## src/rtl/rng_pkg.sv

```systemverilog
// Shared types and constants for the PRNG mask packing path.
package rng_pkg;

  localparam int WORD_W         = 32;
  localparam int MASK_W         = 128;
  localparam int WORDS_PER_MASK = 4;

  typedef logic [MASK_W-1:0] mask_t;

endpackage

```

## src/rtl/mask_fifo.sv

```systemverilog
// Show-ahead FIFO of 128-bit masks. Occupancy is tracked with an explicit
// level counter; full/empty come from the level so that pointers can wrap
// freely. A push while full is only honoured together with a pop.
module mask_fifo
  import rng_pkg::*;
#(
  parameter int DEPTH = 4
) (
  input  logic                     clk,
  input  logic                     rst_n,
  input  logic                     push,
  input  mask_t                    wdata,
  input  logic                     pop,
  output mask_t                    rdata,
  output logic [$clog2(DEPTH):0]   level,
  output logic                     full,
  output logic                     empty
);

  localparam int PTR_W = $clog2(DEPTH);
  localparam int LVL_W = PTR_W + 1;

  mask_t              mem_r [DEPTH];
  logic [PTR_W-1:0]   rd_ptr_r;
  logic [PTR_W-1:0]   wr_ptr_r;
  logic [LVL_W-1:0]   level_r;
  logic               do_push_s;
  logic               do_pop_s;

  assign full      = (level_r == LVL_W'(DEPTH));
  assign empty     = (level_r == {LVL_W{1'b0}});
  assign do_pop_s  = pop && !empty;
  assign do_push_s = push && (!full || do_pop_s);
  assign level     = level_r;

  // Head of the queue, forced to zero when nothing is buffered.
  always_comb begin
    rdata = {MASK_W{1'b0}};
    if (!empty) begin
      rdata = mem_r[rd_ptr_r];
    end else begin
      rdata = {MASK_W{1'b0}};
    end
  end

  // Storage array write; contents are don't-care until written.
  always_ff @(posedge clk) begin
    if (do_push_s) begin
      mem_r[wr_ptr_r] <= wdata;
    end
  end

  // Pointer and occupancy bookkeeping.
  always_ff @(posedge clk or negedge rst_n) begin
    if (!rst_n) begin
      rd_ptr_r <= {PTR_W{1'b0}};
      wr_ptr_r <= {PTR_W{1'b0}};
      level_r  <= {LVL_W{1'b0}};
    end else begin
      if (do_push_s) begin
        wr_ptr_r <= wr_ptr_r + PTR_W'(1);
      end
      if (do_pop_s) begin
        rd_ptr_r <= rd_ptr_r + PTR_W'(1);
      end
      case ({do_push_s, do_pop_s})
        2'b10:   level_r <= level_r + LVL_W'(1);
        2'b01:   level_r <= level_r - LVL_W'(1);
        default: level_r <= level_r;
      endcase
    end
  end

endmodule

```

## src/rtl/rng_mask_packer.sv

```systemverilog
// Packs four consecutive PRNG words into a 128-bit mask, buffers masks in a
// small FIFO and flags zero or repeated PRNG words with a sticky error.
module rng_mask_packer
  import rng_pkg::*;
#(
  parameter int DEPTH   = 4,
  parameter int DISCARD = 1
) (
  input  logic                     clk,
  input  logic                     rst_n,
  input  logic [WORD_W-1:0]        rng_in,
  input  logic                     fill_en,
  output mask_t                    mask_out,
  output logic                     mask_valid,
  input  logic                     mask_ready,
  output logic [$clog2(DEPTH):0]   level,
  output logic                     stuck_err
);

  localparam int CNT_W  = (DISCARD > 0) ? $clog2(DISCARD + 1) : 1;
  localparam int PACK_W = MASK_W - WORD_W;

  logic [CNT_W-1:0]  disc_cnt_r;
  logic [1:0]        word_cnt_r;
  logic [PACK_W-1:0] pack_r;
  logic [WORD_W-1:0] prev_r;
  logic              have_prev_r;
  logic              stuck_r;

  logic              discard_done_s;
  logic              last_word_s;
  logic              pop_s;
  logic              push_s;
  logic              capture_s;
  logic              bad_word_s;
  logic              fifo_full_s;
  logic              fifo_empty_s;
  mask_t             pack_next_s;

  assign discard_done_s = (disc_cnt_r == CNT_W'(DISCARD));
  assign last_word_s    = (word_cnt_r == 2'(WORDS_PER_MASK - 1));
  assign mask_valid     = !fifo_empty_s;
  assign pop_s          = mask_valid && mask_ready;
  // The closing word is held off only when it could not be written.
  assign capture_s      = fill_en && discard_done_s && !(last_word_s && fifo_full_s && !pop_s);
  assign push_s         = capture_s && last_word_s;
  assign pack_next_s    = {pack_r, rng_in};
  assign stuck_err      = stuck_r;

  // Health check: zero word always bad, repeat only once a previous word exists.
  always_comb begin
    bad_word_s = 1'b0;
    if (rng_in == {WORD_W{1'b0}}) begin
      bad_word_s = 1'b1;
    end else if (have_prev_r && (rng_in == prev_r)) begin
      bad_word_s = 1'b1;
    end else begin
      bad_word_s = 1'b0;
    end
  end

  // Start-up discard counter, saturates at DISCARD.
  always_ff @(posedge clk or negedge rst_n) begin
    if (!rst_n) begin
      disc_cnt_r <= {CNT_W{1'b0}};
    end else if (!discard_done_s) begin
      disc_cnt_r <= disc_cnt_r + CNT_W'(1);
    end else begin
      disc_cnt_r <= disc_cnt_r;
    end
  end

  // Word packer: shifts captured words in, oldest word ends up in the MSBs.
  always_ff @(posedge clk or negedge rst_n) begin
    if (!rst_n) begin
      pack_r     <= {PACK_W{1'b0}};
      word_cnt_r <= 2'd0;
    end else if (capture_s) begin
      pack_r     <= pack_next_s[PACK_W-1:0];
      word_cnt_r <= word_cnt_r + 2'd1;
    end else begin
      pack_r     <= pack_r;
      word_cnt_r <= word_cnt_r;
    end
  end

  // Sticky health flag and previous-word tracking, updated on capture only.
  always_ff @(posedge clk or negedge rst_n) begin
    if (!rst_n) begin
      prev_r      <= {WORD_W{1'b0}};
      have_prev_r <= 1'b0;
      stuck_r     <= 1'b0;
    end else if (capture_s) begin
      prev_r      <= rng_in;
      have_prev_r <= 1'b1;
      stuck_r     <= stuck_r | bad_word_s;
    end else begin
      prev_r      <= prev_r;
      have_prev_r <= have_prev_r;
      stuck_r     <= stuck_r;
    end
  end

  mask_fifo #(
    .DEPTH (DEPTH)
  ) u_fifo (
    .clk   (clk),
    .rst_n (rst_n),
    .push  (push_s),
    .wdata (pack_next_s),
    .pop   (pop_s),
    .rdata (mask_out),
    .level (level),
    .full  (fifo_full_s),
    .empty (fifo_empty_s)
  );

endmodule
```

## config.mk

```make
export PLATFORM = sky130hd
export DESIGN_NAME = rng_mask_packer
export DESIGN_NICKNAME = d
export VERILOG_FILES = /design/src/rtl/rng_pkg.sv /design/src/rtl/mask_fifo.sv /design/src/rtl/rng_mask_packer.sv
export SDC_FILE = /design/constraint.sdc
export NUM_CORES = 1
export LEC_CHECK = 0
export ABC_CLOCK_PERIOD_IN_PS = 6800
export BUFFER_PORTS_ARGS = -buffer_cell sky130_fd_sc_hd__buf_4
export CORE_UTILIZATION = 50
export CTS_BUF_LIST = sky130_fd_sc_hd__clkbuf_16
export DETAILED_ROUTE_END_ITERATION = 10
export PLACE_DENSITY_LB_ADDON = 0.3
export REMOVE_ABC_BUFFERS = 1
export SLEW_MARGIN = 20
export SYNTH_ARGS = -nofsm -noshare
export SYNTH_HDL_FRONTEND = slang
export SYNTH_HIERARCHICAL = 1
export SYNTH_SLANG_ARGS = --single-unit
```

## constraint.sdc

```tcl
create_clock -name clk -period 6.8 [get_ports clk]
set_clock_uncertainty 0.1 [all_clocks]
set_input_delay 0.68 -clock clk [delete_from_list [all_inputs] [get_ports clk]]
set_output_delay 0.68 -clock clk [all_outputs]
set_load 0.02 [all_outputs]
```

# After elaboration in Yosys (flattened, before gate mapping)
# Memory sizes are Yosys's and may differ from the RTL's.
# Cells that the tools add are included.
[word_totals]
register_bits = 140
ram_bits = 512
output_inout_bits = 133
elab_cells = 46
memories = 1
[memory_table]
columns = ["memory", "words", "width", "read_ports", "rd_clocked_by_memory_dff", "write_ports", "line", "source"]
rows = [
  ["u_fifo.mem_r", 4, 128, 1, 0, 1, "mask_fifo.sv:23", "mask_t mem_r [DEPTH];"],
]
[op_classes]
n_addsub = 6
n_eq_ne = 5
n_mux = 7
n_bitwise = 1
n_reduce_logical = 17
[op_table]
columns = ["cell", "count"]
rows = [
  ["$mux 128", 1],
  ["$eq 32x32->1", 1],
  ["$logic_not 32->1", 1],
  ["$logic_and 1x1->1", 9],
  ["$add 2x1->2 const B", 3],
  ["$pmux 3 s2", 1],
  ["$mux 1", 5],
  ["$eq 2x2->1 const B", 2],
  ["$logic_not 1->1", 4],
  ["$add 3x1->3 const B", 1],
  ["$eq 3x3->1 const B", 1],
  ["$logic_not 3->1", 1],
  ["$sub 3x1->3 const B", 1],
  ["$eq 2x1->1 const B", 1],
  ["$reduce_bool 2->1", 1],
  ["$add 1x1->1 const B", 1],
  ["$logic_or 1x1->1", 1],
  ["$or 1x1->1", 1],
]

# Logic depth before layout (Yosys ltp)
# Gate-level depths: netlist of run 1.
[depth]
ltp_word = 11
depth_mapped = 16
depth_no_buf = 11

# Cells and area by module
# The synthesis of run 1 kept the hierarchy.
[modules_own_cells]
columns = ["module", "instances", "cells_each", "area_each_um2"]
rows = [
  ["mask_fifo", 1, 866, 19834.0],
  ["rng_mask_packer", 1, 276, 4613.2],
]

# Least setup slack after synthesis of run 1
# Ideal clock, no wire load.
[synth_timing]
path_type = "reg-to-reg"
start = "register u_fifo.level_r[2], in the netlist u_fifo/level[2]"
end = "memory u_fifo/mem_r[0][0] (netlist name) (enable)"
t_arrival_ps = 5296
t_required_ps = 6197
slack_ps = 902
path_stages_with_launch = 13
period_less_slack_ps = 5898
cell_sequence = "dfrtp_1 -> or3_1 -> clkbuf_1 -> clkbuf_1 -> inv_1 -> nor2b_4 -> o211ai_4 -> buf_12 -> buf_12 -> nor2_1 -> clkbuf_1 -> o21a_1 -> and2_1"
[synth_between]
elab_chain_cells = 11
elab_cells_between_ends = 16
cone_classes = "1 x eq/ne; 2 x mux; 13 x reduce/logical"
[synth_lines]
columns = ["element", "line", "source"]
rows = [
  ["from (decl)", "mask_fifo.sv:26", "logic [LVL_W-1:0] level_r;"],
  ["from (signal assigned)", "mask_fifo.sv:58", "level_r <= {LVL_W{1'b0}};"],
  ["from (signal assigned)", "mask_fifo.sv:67", "2'b10: level_r <= level_r + LVL_W'(1);"],
  ["from (signal assigned)", "mask_fifo.sv:68", "2'b01: level_r <= level_r - LVL_W'(1);"],
  ["$logic_not 3->1", "mask_fifo.sv:31", "assign empty = (level_r == {LVL_W{1'b0}});"],
  ["named net fifo_empty_s", "rng_mask_packer.sv:37", "logic fifo_empty_s;"],
  ["$logic_not 1->1", "rng_mask_packer.sv:42", "assign mask_valid = !fifo_empty_s;"],
  ["$logic_and 1x1->1", "rng_mask_packer.sv:43", "assign pop_s = mask_valid && mask_ready;"],
  ["named net pop_s", "rng_mask_packer.sv:32", "logic pop_s;"],
  ["$logic_not 1->1", "rng_mask_packer.sv:45", "assign capture_s = fill_en && discard_done_s && !(last_word_s && fifo_full_s && !pop_s);"],
  ["$logic_and 1x1->1", "rng_mask_packer.sv:45", ""],
  ["$logic_not 1->1", "rng_mask_packer.sv:45", ""],
  ["$logic_and 1x1->1", "rng_mask_packer.sv:45", ""],
  ["$logic_and 1x1->1", "rng_mask_packer.sv:46", "assign push_s = capture_s && last_word_s;"],
  ["named net push_s", "rng_mask_packer.sv:33", "logic push_s;"],
  ["$logic_and 1x1->1", "mask_fifo.sv:33", "assign do_push_s = push && (!full || do_pop_s);"],
  ["$mux 1", "mask_fifo.sv:48", "if (do_push_s) begin"],
  ["$mux 1 (not written as such)", "mask_fifo.sv:49", "mem_r[wr_ptr_r] <= wdata;"],
  ["to (decl)", "mask_fifo.sv:23", ""],
]
# The timed path passes the listed nets, and every way through them passes these cells.

# Worst setup path in the final report of run 1
[layout_timing]
start = "register u_fifo.level_r[2], in the netlist u_fifo/level[2]"
end = "memory u_fifo/mem_r[0][20] (netlist name) (enable)"
# Same word-level chain as after synthesis.

==> results.rst, run 1 <==
.. list-table::
   :header-rows: 1

   * - Metric
     - Value
   * - Synthesized area
     - 0.02445 sq mm
   * - Area share of the largest cell type after synthesis
     - 0.6289
   * - DIE AREA
     - 0.04978 sq mm
   * - Hold Path Origin
     - rng_in[0]
   * - Fraction of layout instances using a drive strength above 1
     - 0.3620
   * - Number of input and output port buffers inserted
     - 168
   * - Vias in the first global route
     - 11.31k
   * - Outcome
     - finished, final reports clean
   * - Number of max-cap violations
     - 0
   * - Worst relative slew slack
     - 0.3018
   * - H-Tree Depth
     - 2
   * - Switching power total
     - 0.003846 W
   * - Number of DRC violations after detailed routing
     - 0
   * - Worst IR Drop VDD
     - 0.0003436 V
   * - Number of storage elements in the synthesis netlist
     - 620
   * - Period minus WS final
     - 4058 ps
   * - Number of cells on the worst hold path
     - 1
   * - Horizontal die dimension
     - 223.1 um
   * - Internal reg-to-reg setup slack
     - 2740 ps
   * - Number of antenna violations at the first check in global routing
     - 1
   * - Gate Count Post-Synth
     - 1142
   * - Static leakage power
     - 9.951 nW
   * - Number of buffers created by CTS
     - 57
   * - Timing-limited maximum frequency
     - 246.4 MHz
   * - Setup crit start kind
     - register
   * - Placement row count
     - 80
   * - Final wirelength
     - 46310 um
   * - Leading cell types by count after synthesis
     - sky130_fd_sc_hd__edfxtp_1 (512), sky130_fd_sc_hd__and2_1 (132), sky130_fd_sc_hd__mux4_2 (128)
   * - Worst stage delay on the critical path
     - 810 ps
   * - Final sum of negative setup slack
     - 0 ps
   * - Yosys synthesis warning count
     - 6
   * - Required time reported for the critical path endpoint
     - 6930 ps
   * - Minimum setup slack after placement
     - 2756 ps
   * - Relative contribution of the clock network to total power
     - 0.253
   * - Final setup fails
     - 0
   * - Sequential power share
     - 0.419
   * - Internal power consumption
     - 0.008510 W
   * - Y dimension of the die
     - 223.1 um
   * - Total track usage
     - 0.1888
   * - Post-route core utilization
     - 0.5850
   * - Synthesized area per cell
     - 21.41 sq um
   * - ANT cells
     - 0
   * - Layout area overhead
     - 14.73%
   * - Type of the setup path with the least slack
     - reg -> reg
   * - Fin worst setup slack
     - 2742 ps
   * - Top-Level Pins
     - 169
   * - Worst-margin pin slew
     - 1047 ps
   * - Cell Chain, Critical Path
     - or3_4 > inv_1 > nor2b_4 > o211ai_4 > nor2_1 > o21a_1 > and2_4 > buf_12
   * - Path depth of the worst reg2reg path
     - 8
   * - Max-slew violation count
     - 0
   * - Worst Path Max Fanout
     - 68
   * - Total area of multi-input combinational cells
     - 0.005874 sq mm
   * - Clock latency of the later-clocked register in the worst-skew pair
     - 580 ps
   * - Register clock-pin slew on the reported worst setup and hold paths
     - 60 ps
   * - Net switching fraction of the power
     - 0.3113
   * - Total area of sequential cells
     - 0.01808 sq mm
   * - Arrival time reported for the critical path endpoint
     - 4190 ps
   * - Overall overflow remaining after global route
     - 0
   * - Slowest-stage cell, CP
     - sky130_fd_sc_hd__and2_4
   * - Power per cell area
     - 440.5 mW/mm^2
   * - Final HPWL from detailed placement
     - 25760 um
   * - Most common cell in the netlist
     - sky130_fd_sc_hd__edfxtp_1
   * - Total number of vias
     - 11.18k
   * - Clock root buffer
     - sky130_fd_sc_hd__clkbuf_16
   * - Initial standard-cell utilization of the core
     - 0.5099
   * - CTS tree
     - done
   * - Hold WC Path Type
     - in -> reg
   * - Number of distinct standard cells referenced by the synthesized netlist
     - 41
   * - RR Startpoint
     - u_fifo/level[2]$_DFFE_PN0P_
   * - Iteration-0 DRC count of the detailed router
     - 824
   * - Share of the yosys chip area belonging to registers
     - 0.7394
   * - Capturing element type of the critical path
     - register
   * - Vias per Instance
     - 5.621
   * - Post-CTS setup-driven buffer insertion count
     - 0
   * - Fillcell total
     - 3412
   * - Net count, final
     - 1366
   * - Part of the power in combinational logic
     - 0.328
   * - Fraction of synthesis flops using an asynchronous set or reset pin
     - 0.1742
   * - CTS Sinks
     - 620
   * - Average wire per cell in the routed design
     - 23.29 um
   * - Setup repair after global routing missed its margin
     - no
   * - Number of enable-type register cells in the synthesized netlist
     - 512
   * - Main area contributors after synthesis
     - sky130_fd_sc_hd__edfxtp_1 (63%), sky130_fd_sc_hd__mux4_2 (12%), sky130_fd_sc_hd__dfrtp_1 (11%)
   * - Most used flip-flop cell after synthesis
     - sky130_fd_sc_hd__edfxtp_1
   * - DR pass1 iterations
     - 5
   * - Core region area
     - 0.04795 sq mm
   * - Global-route wire length before repair
     - 70750 um
   * - Clock Tree Buf Depth
     - 3
   * - Final critical-path share of the clock period
     - 0.5968
   * - Library cell occupying the most area in the post-synthesis netlist
     - sky130_fd_sc_hd__edfxtp_1
   * - Global placement routability congestion
     - 0.7244
   * - Hold Violations, Final
     - 0
   * - Capturing point of the worst reg2reg path
     - u_fifo/mem_r[0][20]$_DFFE_PP_
   * - Final ANT Viol Nets
     - 0
   * - Largest net degree at the start of global routing
     - 114
   * - End point of the most critical hold path
     - u_fifo/mem_r[0][0]$_DFFE_PP_
==> area by class of cell <==
cell class                      instances  share of cell area
Sequential cell                       620              0.6447
Tap cell                              615             0.02743
Clock buffer                           59             0.05264
Timing Repair Buffer                  180             0.05107
Clock inverter                         49             0.01334
Multi-Input combinational cell        455              0.2094
Inverter                               10            0.001338
==> critical path: cells and delay by family (launching register included) <==
family,cells,cell delay [ps]
and+or+nand+nor,4,1910
AOI/OAI and AO/OA,2,490
buffers and inverters,2,610
DFF,1,470
==> state kept, by name, summed over array words and instances (netlist names) <==
signal           count
u_fifo/rd_ptr_r      2
have_prev_r          1
disc_cnt_r           1
u_fifo/mem_r       512
pack_r              96
u_fifo/level         3
stuck_err            1
u_fifo/wr_ptr_r      2
word_cnt_r           2
==> kinds of logic (layout without fill, tap and decap cells) <==
group	after synthesis	after routing	share of synthesized area
other	1	1	0.0001534
buffers and inverters	67	298	0.02088
DFF	620	620	0.7394
adders and majority gates	6	6	0.003378
xor gates and xnor gates	38	38	0.01361
AOI/OAI and AO/OA	11	11	0.003890
muxes	226	226	0.1749
and+or+nand+nor	173	173	0.04376
==> what timing repair did <==
item,4_1_cts,5_1_grt
endpoints found under the setup margin,0,0
hold buffers,1,0
hold endpoints to repair,24,0
resized for setup,0,0
==> worst max path at each step <==
stage               cells past startpoint                         from  slack (ps)                        endpoint
global route                            8  u_fifo/level[2]$_DFFE_PN0P_        2470   u_fifo/mem_r[0][52]$_DFFE_PP_
finish                                  8  u_fifo/level[2]$_DFFE_PN0P_        2740   u_fifo/mem_r[0][20]$_DFFE_PP_
global placement                        8  u_fifo/level[2]$_DFFE_PN0P_        2880  u_fifo/mem_r[0][117]$_DFFE_PP_
detailed placement                      8  u_fifo/level[2]$_DFFE_PN0P_        2760   u_fifo/mem_r[0][85]$_DFFE_PP_
CTS                                     8  u_fifo/level[2]$_DFFE_PN0P_        2710  u_fifo/mem_r[0][117]$_DFFE_PP_
floorplan                               7  u_fifo/level[2]$_DFFE_PN0P_       -1410    u_fifo/mem_r[0][0]$_DFFE_PP_
==> placed cells by master (no fill, tap or decap), types with 8 or more instances in the layout <==
cell                        count
sky130_fd_sc_hd__edfxtp_1     512
sky130_fd_sc_hd__buf_4        172
sky130_fd_sc_hd__mux4_2       128
sky130_fd_sc_hd__and2_1       128
sky130_fd_sc_hd__dfrtp_1      106
sky130_fd_sc_hd__mux2_4        77
sky130_fd_sc_hd__clkbuf_16     59
sky130_fd_sc_hd__xnor2_1       25
sky130_fd_sc_hd__mux2_2        21
sky130_fd_sc_hd__inv_1         19
sky130_fd_sc_hd__clkinv_1      18
sky130_fd_sc_hd__xor2_1        13
sky130_fd_sc_hd__clkinv_2      12
sky130_fd_sc_hd__nor4_1        11
sky130_fd_sc_hd__nand4_1        8
==> power groups by stage <==
stage	combinational (W)	clock, W	sequential [W]
after global routing	0.00432	0.00331	0.00526
after detailed placement	0.00412	0	0.00527
after CTS	0.00414	0.00319	0.00519
after global placement	0.00411	0	0.00523
final	0.00405	0.00312	0.00518
after floorplan	0.00265	0	0.00534
==> metrics by stage <==
stage	std cells	total power (W)	area [sq um]	hold WS, ps
after floorplan	1085	0.007992	23970	284.4
after global placement	1879	0.009337	26190	348.6
after detailed placement	1879	0.009390	26190	352.2
after CTS	1988	0.01252	28050	203.3
after global routing	1988	0.01289	28050	220.9
final	1988	0.01236	28050	238.1
==> metal layers <==
layer,wire (um),global-route usage,share of wire,vias to the layer above
li1,-,-,-,4885
met1,21010,0.2826,0.45,5940
met2,22250,0.2927,0.48,282
met3,2189,0.02963,0.047,66
met4,844,0.04894,0.018,2
met5,13,0,0.00028,-
Power figures use the tool's default switching activity.
==> inputs of run 2 (changes only) <==
ABC_AREA = 1   (was unset)
ABC_CLOCK_PERIOD_IN_PS = 3700   (was 6800)
clock period = 3.7 ns   (was 6.8 ns; I/O delays follow)
==> run 2 against run 1 <==
Against the previous run:
- flip-flop and latch count unchanged
- area after synthesis is 0.96% higher
- core utilization rose by 0.34 points
- final cell count grew 50%
- global-route usage grew 3.8 points
- die area rose by 0.95%
- critical path depth fell by 2
- register-to-register slack worse by 1800 ps
- non-clock buffer count grew 49
==> results.rst, run 2 <==
.. list-table::
   :header-rows: 1

   * - Metric
     - Value
   * - Horizontal die dimension
     - 224.2 um
   * - Final setup fails
     - 0
   * - Met3 wire length
     - 3139 um
   * - Share of the yosys chip area belonging to registers
     - 0.7324
   * - Fin Hold WS
     - 218.9 ps
   * - Yosys synthesis warning count
     - 6
   * - Period minus WS final
     - 3318 ps
   * - Clock Tree Buf Depth
     - 3
   * - Number of antenna violations at the first check in global routing
     - 1
   * - CTS tree
     - done
   * - Worst stage delay on the critical path
     - 580 ps
   * - Gate Count Post-Synth
     - 2095
   * - Cell Chain, Critical Path
     - buf_12 > nor2_1 > nor2_1 > o21ai_0 > a21oi_1 > buf_4
   * - Switching power total
     - 0.008702 W
   * - Final critical-path share of the clock period
     - 0.8968
   * - Fraction of layout instances using a drive strength above 1
     - 0.1270
   * - Type of the setup path with the least slack
     - reg -> out
   * - Number of input and output port buffers inserted
     - 168
   * - Met2 layer wire length in the routed design
     - 27650 um
   * - Vias per Instance
     - 5.332
   * - Slowest-stage cell, CP
     - sky130_fd_sc_hd__dfrtp_4
   * - Register clock-pin slew on the reported worst setup and hold paths
     - 60 ps
   * - DIE AREA
     - 0.05025 sq mm
   * - Setup repair after global routing missed its margin
     - no
   * - Worst IR Drop VDD
     - 0.0006094 V
   * - Worst relative slew slack
     - 0.3666
   * - Synthesized area per cell
     - 11.78 sq um
   * - Global-route wire length before repair
     - 87860 um
   * - Top-Level Pins
     - 169
   * - Core region area
     - 0.04885 sq mm
   * - Top reg by flops
     - u_fifo/mem_r
   * - CTS Sinks
     - 620
   * - Most common cell in the netlist
     - sky130_fd_sc_hd__nor2_1
   * - Iteration-0 DRC count of the detailed router
     - 1357
   * - Total number of vias
     - 15.89k
   * - Commonest cells after routing, fill and taps aside
     - sky130_fd_sc_hd__nor2_1 (535), sky130_fd_sc_hd__edfxtp_1 (512), sky130_fd_sc_hd__o21ai_0 (290)
   * - Global placement routability congestion
     - 0.7520
   * - Fraction of synthesis flops using an asynchronous set or reset pin
     - 0.1742
   * - Average wire per cell in the routed design
     - 18.99 um
   * - H-Tree Depth
     - 2
   * - Net count, final
     - 2307
   * - Overall overflow remaining after global route
     - 0
   * - Largest register FFs
     - 512
   * - Worst Path Max Fanout
     - 149
   * - Hold WC Path Type
     - in -> reg
   * - Setup crit start kind
     - register
   * - Total power
     - 0.02348 W
   * - Wire length on met1
     - 24650 um
   * - Most used flip-flop cell after synthesis
     - sky130_fd_sc_hd__edfxtp_1
   * - Internal power consumption
     - 0.01478 W
   * - Number of enable-type register cells in the synthesized netlist
     - 512
   * - Sequential power share
     - 0.371
   * - Part of the power in combinational logic
     - 0.371
   * - Main area contributors after synthesis
     - sky130_fd_sc_hd__edfxtp_1 (62%), sky130_fd_sc_hd__dfrtp_1 (11%), sky130_fd_sc_hd__nor2_1 (8.2%)
   * - Arrival time reported for the critical path endpoint
     - 2850 ps
   * - Synthesized area
     - 0.02468 sq mm
   * - Final wirelength
     - 56600 um
   * - Static leakage power
     - 10.76 nW
   * - Vias in the first global route
     - 15.50k
   * - Largest net degree at the start of global routing
     - 150
   * - Number of DRC violations after detailed routing
     - 0
   * - Required time reported for the critical path endpoint
     - 3230 ps
   * - Number of max-cap violations
     - 0
   * - Leading cell type in the layout, fill and taps excluded
     - sky130_fd_sc_hd__nor2_1
   * - Placement row count
     - 81
   * - Worst-margin pin slew
     - 950.1 ps
   * - Clock root buffer
     - sky130_fd_sc_hd__clkbuf_16
   * - Relative contribution of the clock network to total power
     - 0.258
   * - Y dimension of the die
     - 224.2 um
   * - Power per cell area
     - 816.9 mW/mm^2
   * - Final HPWL from detailed placement
     - 29910 um
   * - Library cell occupying the most area in the post-synthesis netlist
     - sky130_fd_sc_hd__edfxtp_1
   * - Number of buffers created by CTS
     - 59
   * - Area share of the largest cell type after synthesis
     - 0.6229
   * - Layout area overhead
     - 16.46%
   * - Leading cell types by count after synthesis
     - sky130_fd_sc_hd__nor2_1 (539), sky130_fd_sc_hd__edfxtp_1 (512), sky130_fd_sc_hd__o21ai_0 (290)
   * - Outcome
     - finished, final reports clean
   * - Initial standard-cell utilization of the core
     - 0.5053
   * - Highest routed layer
     - met4
   * - DR pass1 iterations
     - 5
   * - Clock latency of the later-clocked register in the worst-skew pair
     - 610 ps
   * - Total track usage
     - 0.2267
   * - Net switching fraction of the power
     - 0.3706
   * - Timing-limited maximum frequency
     - 301.4 MHz
   * - Max-slew violation count
     - 0
   * - Number of distinct standard cells referenced by the synthesized netlist
     - 28
   * - Capturing element type of the critical path
     - primary output
   * - Hold Violations, Final
     - 0
   * - Final ANT Viol Nets
     - 0
   * - Number of storage elements in the synthesis netlist
     - 620
   * - Most prevalent standard cell on the critical path
     - sky130_fd_sc_hd__nor2_1
[run 2: area by class of cell]
type | count | area, sq um
clock inverter | 50 | 425.4
sequential | 620 | 18080
fill | 3932 | 20110
clock buffer | 61 | 1526
multi-input combinational | 1277 | 5589
antenna | 1 | 2.502
inverter | 78 | 302.8
tap | 664 | 830.8
timing repair buffer | 229 | 1981
[run 2: cells by family (layout without fill, tap and decap cells)]
| family | count (synthesis) | count (layout) | synth area share |
|---|---|---|---|
| buf+inv | 198 | 418 | 0.04263 |
| other cells | 1 | 2 | 0.0001519 |
| compound gates | 461 | 461 | 0.09399 |
| fa+ha+maj | 6 | 6 | 0.003346 |
| flops | 620 | 620 | 0.7324 |
| xor+xnor | 14 | 14 | 0.004968 |
| simple gates | 795 | 795 | 0.1225 |
[run 2: final timing paths]
| check | startpoint | end | slack [ps] | depth (start not counted) |
|---|---|---|---|---|
| max in group asynchronous | rst_n | pack_r[85]$_DFFE_PN0N_ | 2370 | 3 |
| min reg2reg | have_prev_r$_DFFE_PN0N_ | have_prev_r$_DFFE_PN0N_ | 350 | 2 |
| max | u_fifo/rd_ptr_r[0]$_DFFE_PN0N_ | mask_out[17] | 380 | 6 |
| max reg2reg | u_fifo/level[0]$_DFFE_PN0P_ | u_fifo/mem_r[2][85]$_DFFE_PP_ | 950 | 9 |
| min | mask_ready | u_fifo/rd_ptr_r[0]$_DFFE_PN0N_ | 220 | 5 |
| min in group asynchronous | rst_n | u_fifo/level[0]$_DFFE_PN0P_ | 310 | 2 |
[run 2: worst max-delay path, delay by kind of cell, from the launching register on]
family          cells  cell delay (ps)
simple gates        2              230
compound gates      2              510
buf+inv             2              720
flops               1              580
[run 2: power groups by stage]
| stage | sequential [W] | combinational (W) | clock [W] |
|---|---|---|---|
| 2_1_floorplan | 0.00911 | 0.00474 | 0 |
| 3_3_place_gp | 0.00882 | 0.00863 | 0 |
| 3_5_place_dp | 0.00885 | 0.00874 | 0 |
| 4_1_cts | 0.00871 | 0.00881 | 0.00617 |
| 5_1_grt | 0.00878 | 0.00951 | 0.00641 |
| 6_report | 0.00871 | 0.00872 | 0.00605 |
[run 2: timing repair]
action / CTS / global route
hold endpoints to repair: 234 / 0
gates resized for setup: 0 / 0
buffers inserted: 0 / 0
hold buffers: 33 / 0
[run 2: per-layer routing]
| metal | GRT usage | up-vias |
|---|---|---|
| met1 | 0.3166 | 7821 |
| li1 | - | 7533 |
| met2 | 0.3719 | 462 |
| met3 | 0.03279 | 74 |
| met5 | 0 | - |
| met4 | 0.06627 | 0 |
[run 2: metrics by stage]
| step | setup TNS [ps] | std cells | utilization | cell area, sq um | worst slack (ps) |
|---|---|---|---|---|---|
| after global routing | 0 | 2980 | 0.5884 | 28740 | 316.7 |
| after floorplan | -4189910 | 1975 | - | 23920 | -6742 |
| after CTS | 0 | 2979 | 0.5883 | 28740 | 378.9 |
| final | 0 | 2980 | 0.5884 | 28740 | 381.9 |
| after global placement | 0 | 2835 | 0.5416 | 26460 | 998.2 |
| after detailed placement | 0 | 2835 | 0.5416 | 26460 | 952.0 |
